[config.mk]
export PLATFORM = sky130hd
export DESIGN_NAME = tick_stopwatch_flat
export DESIGN_NICKNAME = d
export VERILOG_FILES = /design/src/rtl/tick_stopwatch_if.sv /design/src/rtl/tick_stopwatch.sv /design/src/flat_wrapper.sv
export SDC_FILE = /design/constraint.sdc
export NUM_CORES = 1
export LEC_CHECK = 0
export ABC_AREA = 1
export BUFFER_PORTS_ARGS = -buffer_cell sky130_fd_sc_hd__buf_2
export CAP_MARGIN = 20
export CORE_UTILIZATION = 58
export CTS_CLUSTER_SIZE = 25
export DETAILED_ROUTE_END_ITERATION = 12
export PLACE_DENSITY_LB_ADDON = 0.2
export SLEW_MARGIN = 20
export SYNTH_ARGS = -nofsm -noshare
export SYNTH_HDL_FRONTEND = slang
export SYNTH_SLANG_ARGS = --single-unit
export TNS_END_PERCENT = 10
[constraint.sdc]
create_clock -name clk -period 3 [get_ports clk]
set_input_delay 0.6 -clock clk [delete_from_list [all_inputs] [get_ports clk]]
set_output_delay 0.6 -clock clk [all_outputs]
set_load 0.05 [all_outputs]
[src/rtl/tick_stopwatch_if.sv]
// Control/display bundle between the timebase, the stopwatch and the display path.
// Optional lap input exists only when TICK_STOPWATCH_LAP_EN is defined.
`timescale 1ns/1ps
interface tick_stopwatch_if #(
  parameter int NUM_DIGITS = 4
);
  logic                    tick;
  logic                    start_stop;
  logic                    clear;
`ifdef TICK_STOPWATCH_LAP_EN
  logic                    lap;
`endif
  logic [4*NUM_DIGITS-1:0] bcd;
  logic                    running;
  logic                    overflow;

`ifdef TICK_STOPWATCH_LAP_EN
  modport master (output tick, start_stop, clear, lap,
                  input  bcd, running, overflow);
  modport slave  (input  tick, start_stop, clear, lap,
                  output bcd, running, overflow);
`else
  modport master (output tick, start_stop, clear,
                  input  bcd, running, overflow);
  modport slave  (input  tick, start_stop, clear,
                  output bcd, running, overflow);
`endif
endinterface

[src/rtl/tick_stopwatch.sv]
// Multi-digit BCD stopwatch advanced by timebase ticks, with start/stop and clear.
// Define TICK_STOPWATCH_LAP_EN to add the lap-hold display feature.
`timescale 1ns/1ps
module tick_stopwatch #(
  parameter int NUM_DIGITS = 4,
  parameter bit ROLLOVER   = 1'b1
) (
  input  logic               clk,
  input  logic               rst,
  tick_stopwatch_if.slave    bus
);

  localparam int W = 4 * NUM_DIGITS;

  typedef enum logic [1:0] {
    IDLE  = 2'd0,
    RUN   = 2'd1,
    PAUSE = 2'd2
  } state_t;

  state_t         state;
  state_t         state_nx;
  logic [W-1:0]   count;
  logic [W-1:0]   count_nx;
  logic [W-1:0]   count_inc;
  logic [W-1:0]   bcd_q;
  logic [W-1:0]   bcd_nx;
  logic           running_q;
  logic           overflow_q;
  logic           overflow_nx;
  logic           carry;
  logic           at_max;
  logic           inc_en;

`ifdef TICK_STOPWATCH_LAP_EN
  logic [W-1:0]   lap_q;
  logic [W-1:0]   lap_nx;
  logic           lap_hold;
  logic           lap_hold_nx;
`endif

  // Decimal ripple: a 9 wraps to 0 and passes the carry on; a carry out of the
  // top digit means every digit was 9.
  always_comb begin
    count_inc = count;
    carry     = 1'b1;
    for (int i = 0; i < NUM_DIGITS; i++) begin
      if (carry) begin
        if (count[4*i +: 4] >= 4'd9) begin
          count_inc[4*i +: 4] = 4'd0;
        end else begin
          count_inc[4*i +: 4] = count[4*i +: 4] + 4'd1;
          carry               = 1'b0;
        end
      end
    end
    at_max = carry;
  end

  assign inc_en = (state == RUN) && bus.tick && !bus.clear;

  always_comb begin
    state_nx    = state;
    count_nx    = count;
    overflow_nx = ROLLOVER ? 1'b0 : overflow_q;
`ifdef TICK_STOPWATCH_LAP_EN
    lap_nx      = lap_q;
    lap_hold_nx = lap_hold;
`endif

    if (bus.clear) begin
      state_nx    = IDLE;
      count_nx    = '0;
      overflow_nx = 1'b0;
`ifdef TICK_STOPWATCH_LAP_EN
      lap_nx      = '0;
      lap_hold_nx = 1'b0;
`endif
    end else begin
      if (inc_en) begin
        if (at_max) begin
          overflow_nx = 1'b1;
          count_nx    = ROLLOVER ? '0 : count;
        end else begin
          count_nx    = count_inc;
        end
      end

`ifdef TICK_STOPWATCH_LAP_EN
      // Lap captures the pre-increment count so a coincident tick is not shown.
      if ((state == RUN) && bus.lap) begin
        if (lap_hold) begin
          lap_hold_nx = 1'b0;
        end else begin
          lap_hold_nx = 1'b1;
          lap_nx      = count;
        end
      end
`endif

      if (bus.start_stop) begin
        unique case (state)
          IDLE:    state_nx = RUN;
          RUN:     state_nx = PAUSE;
          PAUSE:   state_nx = RUN;
          default: state_nx = IDLE;
        endcase
      end
    end

`ifdef TICK_STOPWATCH_LAP_EN
    bcd_nx = lap_hold_nx ? lap_nx : count_nx;
`else
    bcd_nx = count_nx;
`endif
  end

  always_ff @(posedge clk or negedge rst) begin
    if (!rst) begin
      state      <= IDLE;
      count      <= '0;
      bcd_q      <= '0;
      running_q  <= 1'b0;
      overflow_q <= 1'b0;
`ifdef TICK_STOPWATCH_LAP_EN
      lap_q      <= '0;
      lap_hold   <= 1'b0;
`endif
    end else begin
      state      <= state_nx;
      count      <= count_nx;
      bcd_q      <= bcd_nx;
      running_q  <= (state_nx == RUN);
      overflow_q <= overflow_nx;
`ifdef TICK_STOPWATCH_LAP_EN
      lap_q      <= lap_nx;
      lap_hold   <= lap_hold_nx;
`endif
    end
  end

  assign bus.bcd      = bcd_q;
  assign bus.running  = running_q;
  assign bus.overflow = overflow_q;

endmodule

[src/flat_wrapper.sv]
// flat-port wrapper written by rule: the top's interface ports become plain ports
module tick_stopwatch_flat 
#(
  parameter int NUM_DIGITS = 4,
  parameter bit ROLLOVER   = 1'b1
)
  (clk, rst, bus_tick, bus_start_stop, bus_clear, bus_bcd, bus_running, bus_overflow);
  tick_stopwatch_if #(.NUM_DIGITS(NUM_DIGITS)) bus_i ();
  input  logic clk;
  input  logic rst;
  input wire logic [$bits(bus_i.tick)-1:0] bus_tick;
  input wire logic [$bits(bus_i.start_stop)-1:0] bus_start_stop;
  input wire logic [$bits(bus_i.clear)-1:0] bus_clear;
  output wire logic [$bits(bus_i.bcd)-1:0] bus_bcd;
  output wire logic [$bits(bus_i.running)-1:0] bus_running;
  output wire logic [$bits(bus_i.overflow)-1:0] bus_overflow;
  assign bus_i.tick = bus_tick;
  assign bus_i.start_stop = bus_start_stop;
  assign bus_i.clear = bus_clear;
  assign bus_bcd = bus_i.bcd;
  assign bus_running = bus_i.running;
  assign bus_overflow = bus_i.overflow;
  tick_stopwatch #(.NUM_DIGITS(NUM_DIGITS), .ROLLOVER(ROLLOVER)) u_core (.clk(clk), .rst(rst), .bus(bus_i));
endmodule
== Word level (Yosys, flattened, before mapping) ==
Cells that the tools add are included.
Word-level totals
  bits in registers: 20
  logic and storage cells: 53
Operators by class
  add/sub/neg operators: 4
  magnitude comparators: 4
  eq/ne operators: 3
  muxes and demuxes: 23
  reductions and logical operators: 12
Operator list (number)
  16-bit 2-to-1 mux: 3
  4-bit 2-to-1 mux: 7
  4-bit by 1-bit adder with 4-bit output (second input constant): 4
  4-bit >= comparator (second input constant): 4
  1-bit 2-to-1 mux: 10
  3-bit nonzero test: 3
  2-bit AND reduction: 3
  2-bit by 1-bit equality test with 1-bit output (second input constant): 2
  2-bit 2-to-1 mux: 2
  2-bit one-hot mux with 2 select lines: 1
  2-bit equality test (second input constant): 1
  1-bit logical AND: 2
  2-bit zero test: 1
  2-bit nonzero test: 1
  2-bit OR reduction: 1
  1-bit zero test: 1

== Longest topological paths before layout ==
Gate-level depths: netlist (run 1).
  word-level depth: 8
  gate-level depth with buffers: 9
  gate-level depth less buffers: 9

== Worst setup path after synthesis (run 1) ==
Ideal clock, no wire load.
  kind: flip-flop to flip-flop
  from: register u_core.count[0]
  to: register u_core.count[10]
  library setup time: 120 ps
  arrival time: 1630 ps
  path slack: 1250 ps
  cell stages (with the launch flop): 9
  buffers on the path: 0
  cells stage by stage: dfrtp_1 inv_1 ha_1 a21oi_4 nand2_2 nand2_2 nand2_2 nand2_1 o21ai_2
On the way
  longest elaborated chain between the ends: 8
  elaborated cells on any way between the ends: 10
  classes of those cells: order compare: 1; mux: 7; reduce/logical: 2
Ends and longest elaborated chain
  start: declaration: line tick_stopwatch.sv:23  | logic [W-1:0] count;
  start signal: assignment: line tick_stopwatch.sv:131  | count <= count_nx;
  4-bit >= comparator *: line tick_stopwatch.sv:49  | if (count[4*i +: 4] >= 4'd9) begin
  1-bit 2-to-1 mux *: line tick_stopwatch.sv:49
  1-bit 2-to-1 mux *: line tick_stopwatch.sv:48  | if (carry) begin
  1-bit 2-to-1 mux (2 in a row): line tick_stopwatch.sv:48
  16-bit 2-to-1 mux: line tick_stopwatch.sv:81  | if (at_max) begin
  16-bit 2-to-1 mux: line tick_stopwatch.sv:80  | if (inc_en) begin
  16-bit 2-to-1 mux: line tick_stopwatch.sv:71  | if (bus.clear) begin
Every way passes the cells marked *; elsewhere a longest branch is shown, timed or not. The select of a mux whose other input is x is not followed.
A chain may end at the register's enable or synchronous reset.

==> flow_metrics.py, run 1 <==
metrics = {
    "yosys": {
        "synth_common_cells": "nand2_1, dfrtp_1, inv_1",
        "yosys_warnings": 0,
        "synth.net_count": 163,
        "synth_area_leader_cell": "dfrtp_1",
        "synth_area_leaders": "dfrtp_1, ha_1, nand2_1",
        "netlist_instances": 146,
        "post-synth-top-count-cell": "nand2_1",
        "synth.distinct_cells": 25,
        "ys_async_sr_fraction_pct": 100,
        "synth_edf_count": 0,
        "synth.top_cell.area_share_pct": 40.2,
        "avgSynthCellArea_um2": 8.54,
        "yosysSeqAreaShare_pct": 40.2,
        "synth_ff_type": "dfrtp_1",
        "synthesis.area_um2": 1250,
        "synth_seq_cells": 20,
    },
    "sta": {
        "tns_ns": 0,
        "min_period_over_period_pct": 56.2,
        "worst_pin_slew_ns": 0.434,
        "worst_slack_ns": 1.31,
        "slew_viol_final": 0,
        "fin_crit_ns": 1.69,
        "rsz0062_at_grt": "false",
        "relSlewSlack_pct": 71.1,
        "max_freq_mhz": 593,
        "fin_skew_ns": 0.00167,
        "setup_violations": 0,
        "hold_violations": 0,
    },
    "pwr": {
        "p_sw_share_pct": 45.1,
        "combinationalPowerShare_pct": 40.6,
        "p_int_uw": 477,
        "power_frac_clock_pct": 18.3,
        "p_seq_share_pct": 41.1,
        "netSwitchingPower_uw": 391,
        "p_leak_nw": 0.772,
        "peakVddDrop_mv": 0.376,
        "power_density_nw_per_um2": 612,
    },
    "floorplan": {
        "initial_core_util_pct": 62.9,
        "die_w_um": 48.4,
        "fp.dieH_um": 48.4,
        "core_area_um2": 1980,
        "top_level_ports": 23,
        "die_area_um2": 2340,
        "row_count": 16,
    },
    "setup_path": {
        "slowest_delay_ns": 0.48,
        "end_kind": "output port",
        "r2r_setup_slack_ns": 1.52,
        "start_kind": "register",
        "crit_type": "register to output port",
        "worst-path-buf-inv": 1,
        "cp_slowest_cell": "dfrtp_1",
        "path_cells": "buf_2",
        "crit_arrival_ns": 1.09,
        "required_ns": 2.40,
        "cp_max_fo": 7,
        "cpLargestDelayFamily": "flip-flops",
    },
    "layout": {
        "final_nets": 189,
        "fillers": 160,
        "n_antenna_cell": 0,
        "area_growth_pct": 13.9,
        "post-route-util_pct": 71.6,
        "instances_no_fill": 198,
        "fin_area_um2": 1420,
        "drive_above_1_share_pct": 28.1,
    },
    "global_route": {
        "grt_pass1_wl_um": 4110,
        "grt_max_degree": 21,
        "grt_pass1_vias": 970,
        "grt_antenna_before_repair": 0,
        "grt_overflow": 0,
        "grt_use_total_pct": 22.4,
    },
    "clock_network": {
        "clkTransAtPathRegs_ns": 0.11,
        "cts_root_buffer": "clkbuf_4",
        "cts_htree_levels": 1,
        "cts-resized-gates": 0,
        "insertion_delay_ns": 0.30,
        "numCtsBuffers": 3,
        "clock_path_buffers": 2,
        "cts_setup_buffers": 0,
        "numClockSinks": 20,
        "cts_tree": "yes",
        "cts_hold_buffers": 0,
    },
    "detailed_routing": {
        "vias": 1004,
        "drt_pass1_iterations": 4,
        "avgViaCountPerCell": 5.07,
        "drc": 0,
        "wl_um": 2280,
        "wl_per_cell_um": 11.5,
        "antenna_left": 0,
        "first_iter_violations": 37,
    },
    "placed_design": {
        "dp_hpwl_um": 1710,
        "portBuffers": 22,
        "pre_cts_slack_ns": 1.54,
        "place_congestion": 0.875,
        "postPlaceCellArea_um2": 1380,
        "placed_cells": 194,
    },
    "worst_hold_path": {
        "hp-class": "primary input to async pin",
    },
    "outcome": {
        "status": "completed",
    },
    "job": {
        "cap_violations": 0,
    },
}
[through the flow]
stage               power [mW]  hold slack [ns]
floorplan                0.628            0.304
CTS                      0.873            0.230
finish                   0.868            0.216
global placement         0.699            0.533
global route             0.920            0.243
detailed placement       0.713            0.534
[layout make-up]
cell class                 instances  area, um^2  area share, %
multi-input combinational        108         669           47.2
sequential                        20         500           35.3
clock buffer                       4        36.3           2.56
tap                               27        33.8           2.38
inverter                          17        68.8           4.85
timing repair buffer              22         110           7.76
[power by group through the flow]
stage	sequential (mW)	clock [mW]	combinational [mW]
floorplan	0.482	0	0.146
global placement	0.359	0	0.340
detailed placement	0.361	0	0.352
CTS	0.356	0.162	0.354
global route	0.365	0.170	0.385
finish	0.357	0.159	0.352
[state kept, by name, indices dropped and copies added (netlist names)]
register             cells
u_core.count            16
u_core.state             2
u_core.bus.overflow      1
u_core.bus.running       1
[final timing paths]
| kind | startpoint | to | cells after the start |
|---|---|---|---|
| setup / recovery | u_core.count[12]$_DFFE_PN0P_ | bus_bcd[12] | 1 |
| hold / removal | rst | u_core.count[1]$_DFFE_PN0P_ | 1 |
| setup reg to reg | u_core.count[0]$_DFFE_PN0P_ | u_core.count[10]$_DFFE_PN0P_ | 8 |
| hold reg to reg | u_core.count[15]$_DFFE_PN0P_ | u_core.count[15]$_DFFE_PN0P_ | 2 |
| max in group asynchronous | rst | u_core.count[4]$_DFFE_PN0P_ | 1 |
| min in group clk | u_core.count[15]$_DFFE_PN0P_ | u_core.count[15]$_DFFE_PN0P_ | 2 |
[layout by cell type (no fill, tap or decap), drive strengths merged]
master / instances
nor3: 1
inv: 17
nor2: 16
nand2: 44
o21a: 1
xnor2: 1
xor2: 7
nor4: 2
buf: 22
ha: 12
clkbuf: 4
o21ai: 8
a21oi: 3
nand3: 13
dfrtp: 20
[metal layers]
layer,vias to the layer above,share of wire [%],GRT usage [%]
met5,-,0,0
met4,0,2.0,12.3
met3,5,3.8,2.83
met2,28,48,36.4
met1,463,46,29.2
li1,508,-,-
[kinds of logic (layout without fill, tap and decap cells)]
family	after synthesis	in the layout	share of synthesized area, %
AOI/OAI and AO/OA	12	12	7.73
adders and majority gates	12	12	12.0
buffers and inverters	18	43	6.12
xor gates and xnor gates	8	8	5.62
and+or+nand+nor	76	76	28.3
DFF	20	20	40.2
No activity file was read; power rests on OpenSTA's default activity.
==> run 2, diff against run 1 <==
ABC_AREA = 0   (was 1)
CORE_UTILIZATION = 49   (was 58)
clock period = 1.5 ns   (was 3 ns; I/O delays follow)
==> run 2 against run 1 <==
Against the previous run: the run now ends with setup timing left; area after synthesis is 1.9% lower; sequential power grew 62%; critical path depth increased by 5; non-clock buffer count increased by 22; register-to-register slack worse by 1.8 ns; via count increased by 6.4%; synthesized cell count fell by 17%; total power is 36% higher; cell area is 15% higher; first-iteration DRC count fell by 41%; clock power increased by 100%.
==> flow_metrics.py, run 2 <==
metrics = {
    "yosys": {
        "synth_xor_area_share_pct": 0.716,
        "synth_ff_type": "dfrtp_1",
        "synthMuxAreaShare_pct": 1.84,
        "synth.distinct_cells": 39,
        "synth_area_leaders": "dfrtp_1, ha_1, a21oi_1",
        "yosysSeqAreaShare_pct": 40.9,
        "post-synth-top-count-cell": "dfrtp_1",
        "synth_seq_cells": 20,
        "synth.net_count": 138,
        "synth_compound_area_share_pct": 17.8,
        "synth_top_family_by_area": "simple AND/OR/NAND/NOR gates",
        "synth_edf_count": 0,
        "yosys_warnings": 0,
        "synthesis.area_um2": 1220,
        "yosys.area_share.simple_pct": 21.9,
        "netlist_instances": 121,
        "synth_fa_ha_area_share_pct": 12.3,
        "synth_common_cells": "dfrtp_1, ha_1, a21oi_1, inv_1, nand2_1",
        "synth.top_cell.area_share_pct": 40.9,
        "synth_area_leader_cell": "dfrtp_1",
        "avgSynthCellArea_um2": 10.1,
        "ys_async_sr_fraction_pct": 100,
    },
    "layout": {
        "layout_common_cells": "buf_2, buf_4, dfrtp_1, ha_1, nand2_1",
        "final_nets": 183,
        "area_growth_pct": 33.3,
        "post-route-util_pct": 71.6,
        "top_regs": "u_core.count (16), u_core.state (2)",
        "drive_above_1_share_pct": 46.1,
        "fillers": 177,
        "final_common_cell": "buf_2",
        "instances_no_fill": 193,
        "fin_area_um2": 1630,
        "regMostFlops": "u_core.count",
        "n_antenna_cell": 0,
        "largest_reg_flops": 16,
    },
    "pwr": {
        "p_leak_nw": 0.768,
        "power_mw": 1.18,
        "power_density_nw_per_um2": 724,
        "peakVddDrop_mv": 0.579,
    },
    "clock_network": {
        "cts_htree_levels": 1,
        "cts_tree": "yes",
        "insertion_delay_ns": 0.30,
        "clkTransAtPathRegs_ns": 0.12,
        "numClockSinks": 20,
        "cts_setup_buffers": 0,
        "numCtsBuffers": 3,
        "clock_path_buffers": 2,
        "cts_root_buffer": "clkbuf_4",
    },
    "outcome": {
        "status": "finished with violations",
        "violations": "setup timing",
    },
    "placed_design": {
        "postPlaceCellArea_um2": 1540,
        "dp_hpwl_um": 1960,
        "pre_cts_slack_ns": -0.358,
        "placed_cells": 188,
        "portBuffers": 22,
        "place_congestion": 0.854,
    },
    "detailed_routing": {
        "wl_um": 2580,
        "antenna_left": 0,
        "wl_per_cell_um": 13.4,
        "first_iter_violations": 22,
        "drc": 0,
        "drt_pass1_iterations": 4,
        "vias": 1068,
        "avgViaCountPerCell": 5.53,
    },
    "sta": {
        "hold_violations": 0,
        "fin_crit_ns": 1.78,
        "slew_viol_final": 0,
        "fin_hold_ws_ns": 0.308,
        "setup_violations": 16,
        "min_period_over_period_pct": 119,
        "max_freq_mhz": 561,
        "fin_skew_ns": 0.00673,
        "tns_ns": -3.17,
        "rsz0062_at_grt": "true",
        "relSlewSlack_pct": 69.0,
        "worst_pin_slew_ns": 0.465,
        "worst_slack_ns": -0.281,
    },
    "floorplan": {
        "initial_core_util_pct": 53.7,
        "top_level_ports": 23,
        "die_area_um2": 2700,
        "fp.dieH_um": 51.9,
        "core_area_um2": 2280,
        "die_w_um": 51.9,
        "row_count": 17,
    },
    "setup_path": {
        "cp_max_fo": 5,
        "path_cells": "inv_2 -> ha_4 -> or3b_4 -> and4_4 -> a41oi_4 -> mux2_2",
        "reg2reg_depth": 6,
        "cp_slowest_cell": "dfrtp_2",
        "start_kind": "register",
        "end_kind": "register",
        "crit_arrival_ns": 2.03,
        "r2r_setup_slack_ns": -0.28,
        "slowest_delay_ns": 0.46,
        "required_ns": 1.74,
        "crit_type": "register to register",
    },
    "global_route": {
        "grt_antenna_before_repair": 0,
        "grt_overflow": 0,
        "grt_max_degree": 21,
        "grt_pass1_wl_um": 4360,
        "grt_pass1_vias": 1046,
        "grt_use_total_pct": 21.8,
    },
    "job": {
        "cap_violations": 0,
    },
    "worst_hold_path": {
        "hp-class": "primary input to register",
        "min_delay_path_depth": 3,
    },
}
## run 2: repair_timing
item	in CTS	in global routing
pin swaps	6	2
hold buffers	1	0
gates resized for setup	4	9
hold endpoints to repair	20	0
setup endpoints to repair	17	18
## run 2: cells by family (layout without fill, tap and decap cells)
family                   after synthesis  after routing
AND/OR/NAND/NOR                       45             45
buffers and inverters                 13             57
AO/OA/AOI/OAI                         28             28
flip-flops                            20             20
multiplexers                           2              2
XOR/XNOR                               1              1
adder cells (fa/ha/maj)               12             12
## run 2: area by class of cell
type | instances | area [um^2] | area share [%]
clock buffers | 4 | 36.3 | 2.23
inverters | 9 | 33.8 | 2.07
multi-input cells | 88 | 732 | 44.9
flip-flops and latches | 20 | 508 | 31.2
well taps | 28 | 35.0 | 2.15
repair buffers | 44 | 284 | 17.4
## run 2: power by group
| group | switching [mW] | internal (mW) | total (mW) |
|---|---|---|---|
| Clock | 0.171 | 0.148 | 0.318 |
| Sequential | 0.0176 | 0.561 | 0.578 |
| Combinational | 0.176 | 0.106 | 0.283 |
## run 2: layer usage
layer	up-vias	GRT usage, %	wire length [um]
met5	-	0	0
met4	0	8.56	25
met3	2	3.22	94
met2	25	38.2	1340
met1	519	26.5	1120
li1	522	-	-
## run 2: worst max-delay path, delay by kind of cell, from the launching register on
kind | cells | cell delay [ns]
fa+ha+maj | 1 | 0.12
mux | 1 | 0.19
simple gates | 2 | 0.65
flops | 1 | 0.46
buf+inv | 1 | 0.09
compound gates | 1 | 0.22
## run 2: worst paths after layout
| kind | from | endpoint |
|---|---|---|
| min in group asynchronous | rst | u_core.count[10]$_DFFE_PN0P_ |
| worst max register to register | u_core.count[0]$_DFFE_PN0P_ | u_core.count[12]$_DFFE_PN0P_ |
| worst max-delay path | u_core.count[0]$_DFFE_PN0P_ | u_core.count[12]$_DFFE_PN0P_ |
| max in group asynchronous | rst | u_core.count[5]$_DFFE_PN0P_ |
| worst min register to register | u_core.count[14]$_DFFE_PN0P_ | u_core.count[14]$_DFFE_PN0P_ |
| worst min-delay path | bus_start_stop | u_core.state[1]$_DFF_PN0_ |
==> run 3, diff against run 2 <==
BUFFER_PORTS_ARGS = -buffer_cell sky130_fd_sc_hd__buf_4   (was -buffer_cell sky130_fd_sc_hd__buf_2)
CORE_UTILIZATION = 30   (was 49)
==> run 3 against run 2 <==
Against the previous run: the run still ends with setup timing left; sequential share of layout area shrank 1.2 points; die area grew 61%; largest cell class unchanged; clock skew shrank 0.0035 ns.
==> flow_metrics.py, run 3 (same netlist as run 2, synthesis figures left out) <==
metrics = {
    "outcome": {
        "status": "finished with violations",
        "violations": "setup timing",
    },
    "detailed_routing": {
        "avgViaCountPerCell": 4.87,
        "wl_per_cell_um": 12.7,
        "drt_pass1_iterations": 4,
        "wl_um": 2690,
        "drc": 0,
        "antenna_left": 0,
        "vias": 1033,
        "first_iter_violations": 23,
    },
    "job": {
        "cap_violations": 0,
    },
    "placed_design": {
        "place_congestion": 0.818,
        "placed_cells": 205,
        "pre_cts_slack_ns": -0.380,
        "dp_hpwl_um": 2020,
        "postPlaceCellArea_um2": 1590,
        "portBuffers": 22,
    },
    "floorplan": {
        "top_level_ports": 23,
        "row_count": 22,
        "die_w_um": 65.8,
        "die_area_um2": 4330,
        "initial_core_util_pct": 32.4,
        "fp.dieH_um": 65.8,
        "core_area_um2": 3770,
    },
    "clock_network": {
        "cts_htree_levels": 1,
        "numCtsBuffers": 3,
        "clock_path_buffers": 2,
        "cts_tree": "yes",
        "numClockSinks": 20,
        "cts_root_buffer": "clkbuf_8",
        "clkTransAtPathRegs_ns": 0.08,
        "insertion_delay_ns": 0.25,
    },
    "global_route": {
        "grt_use_total_pct": 14.2,
        "grt_overflow": 0,
        "grt_pass1_vias": 1002,
        "met3_usage_pct": 2.59,
        "use_met2_pct": 23.6,
        "grt_pass1_wl_um": 4730,
        "grt_antenna_before_repair": 0,
        "grt_max_degree": 21,
        "use_met1_pct": 18.6,
        "busiest_layer": "met2",
    },
    "sta": {
        "worst_slack_ns": -0.261,
        "rsz0062_at_grt": "true",
        "slew_viol_final": 0,
        "worst_pin_slew_ns": 0.371,
        "hold_violations": 0,
        "setup_violations": 16,
        "fin_skew_ns": 0.00322,
        "max_freq_mhz": 568,
        "fin_crit_ns": 1.76,
        "relSlewSlack_pct": 75.1,
        "min_period_over_period_pct": 117,
    },
    "layout": {
        "top_regs": "u_core.count (16), u_core.state (2)",
        "post-route-util_pct": 45.0,
        "layout_common_cells": "buf_4, dfrtp_1, ha_1, nor2_1, nand2_1",
        "n_antenna_cell": 0,
        "final_common_cell": "buf_4",
        "instances_no_fill": 212,
        "fin_area_um2": 1700,
        "final_nets": 182,
        "regMostFlops": "u_core.count",
        "largest_reg_flops": 16,
        "drive_above_1_share_pct": 43.9,
        "fillers": 365,
        "area_growth_pct": 38.8,
    },
    "pwr": {
        "peakVddDrop_mv": 0.320,
        "power_mw": 1.22,
        "p_leak_nw": 0.766,
        "power_density_nw_per_um2": 722,
    },
    "setup_path": {
        "critPathCapture": "u_core.count[12]$_DFFE_PN0P_",
        "crit_type": "register to register",
        "r2r_setup_slack_ns": -0.26,
        "start_kind": "register",
        "rr_endpoint": "u_core.count[12]$_DFFE_PN0P_",
        "end_kind": "register",
        "path_cells": "inv_2 -> ha_4 -> or3b_4 -> and4_4 -> a41oi_4 -> mux2_4",
        "crit_arrival_ns": 1.96,
        "slowest_delay_ns": 0.43,
        "reg2reg_depth": 6,
        "cp_slowest_cell": "dfrtp_2",
        "required_ns": 1.69,
        "cpLargestDelayFamily": "simple AND/OR/NAND/NOR gates",
        "cp_max_fo": 5,
        "crit_start": "u_core.count[0]$_DFFE_PN0P_",
        "r2r_start": "u_core.count[0]$_DFFE_PN0P_",
        "worst-path-stages": 6,
        "worst-path-buf-inv": 1,
    },
    "worst_hold_path": {
        "hp-class": "primary input to register",
    },
}
-- run 3: changes by cell type in the layout (fill, tap and decap cells not counted), sizes merged --
cell and delta:
clkbuf -1
-- run 3: cell type report --
class                           count  area, um^2  share of cell area, %
Timing Repair Buffer               43         325                   19.2
Multi-Input combinational cell     88         724                   42.7
Inverter                            9        33.8                   1.99
Tap cell                           48        60.1                   3.54
Clock buffer                        4        45.0                   2.65
Sequential cell                    20         508                   29.9
-- run 3: how the worst min path moves through the flow --
| stage | cells after the start | slack (ns) | end | startpoint |
|---|---|---|---|---|
| 5_1_grt | 3 | 0.37 | u_core.state[1]$_DFF_PN0_ | bus_start_stop |
| 2_1_floorplan | 0 | 0.004 | u_core.bus.overflow$_DFF_PN0_ | rst |
| 6_report | 3 | 0.34 | u_core.state[0]$_DFF_PN0_ | bus_start_stop |
| 4_1_cts | 3 | 0.34 | u_core.state[0]$_DFF_PN0_ | bus_start_stop |
| 3_5_place_dp | 1 | 0.20 | u_core.count[13]$_DFFE_PN0P_ | rst |
| 3_3_place_gp | 1 | 0.20 | u_core.count[6]$_DFFE_PN0P_ | rst |
-- run 3: routing by layer --
layer,up-vias,share of wire [%]
li1,516,-
met1,498,47
met2,17,49
met3,2,3.1
met4,0,0.63
met5,-,0
-- run 3: through the flow --
step | hold WS [ns] | TNS [ns]
2_1_floorplan | 0.00441 | -4.39
3_3_place_gp | 0.204 | -3.64
3_5_place_dp | 0.203 | -4.38
4_1_cts | 0.339 | -3.01
5_1_grt | 0.369 | -4.16
6_report | 0.337 | -2.86
-- run 3: repair_timing --
| item | 4_1_cts | 5_1_grt |
|---|---|---|
| buffers inserted | 2 | 0 |
| endpoints found under the hold margin | 20 | 0 |
| hold buffers | 1 | 0 |
| endpoints found under the setup margin | 17 | 17 |
| pin swaps | 9 | 2 |
| resized for setup | 5 | 4 |
-- run 3: worst min-delay path: stages --
cell and delay, ns:
buf_4 0.09, xnor2_1 0.07, nor2_1 0.09
-- run 3: where the power goes --
group / internal (mW) / total (mW) / switching (mW)
sequential: 0.560 / 0.577 / 0.0168
clock: 0.189 / 0.364 / 0.175
combinational: 0.113 / 0.283 / 0.171
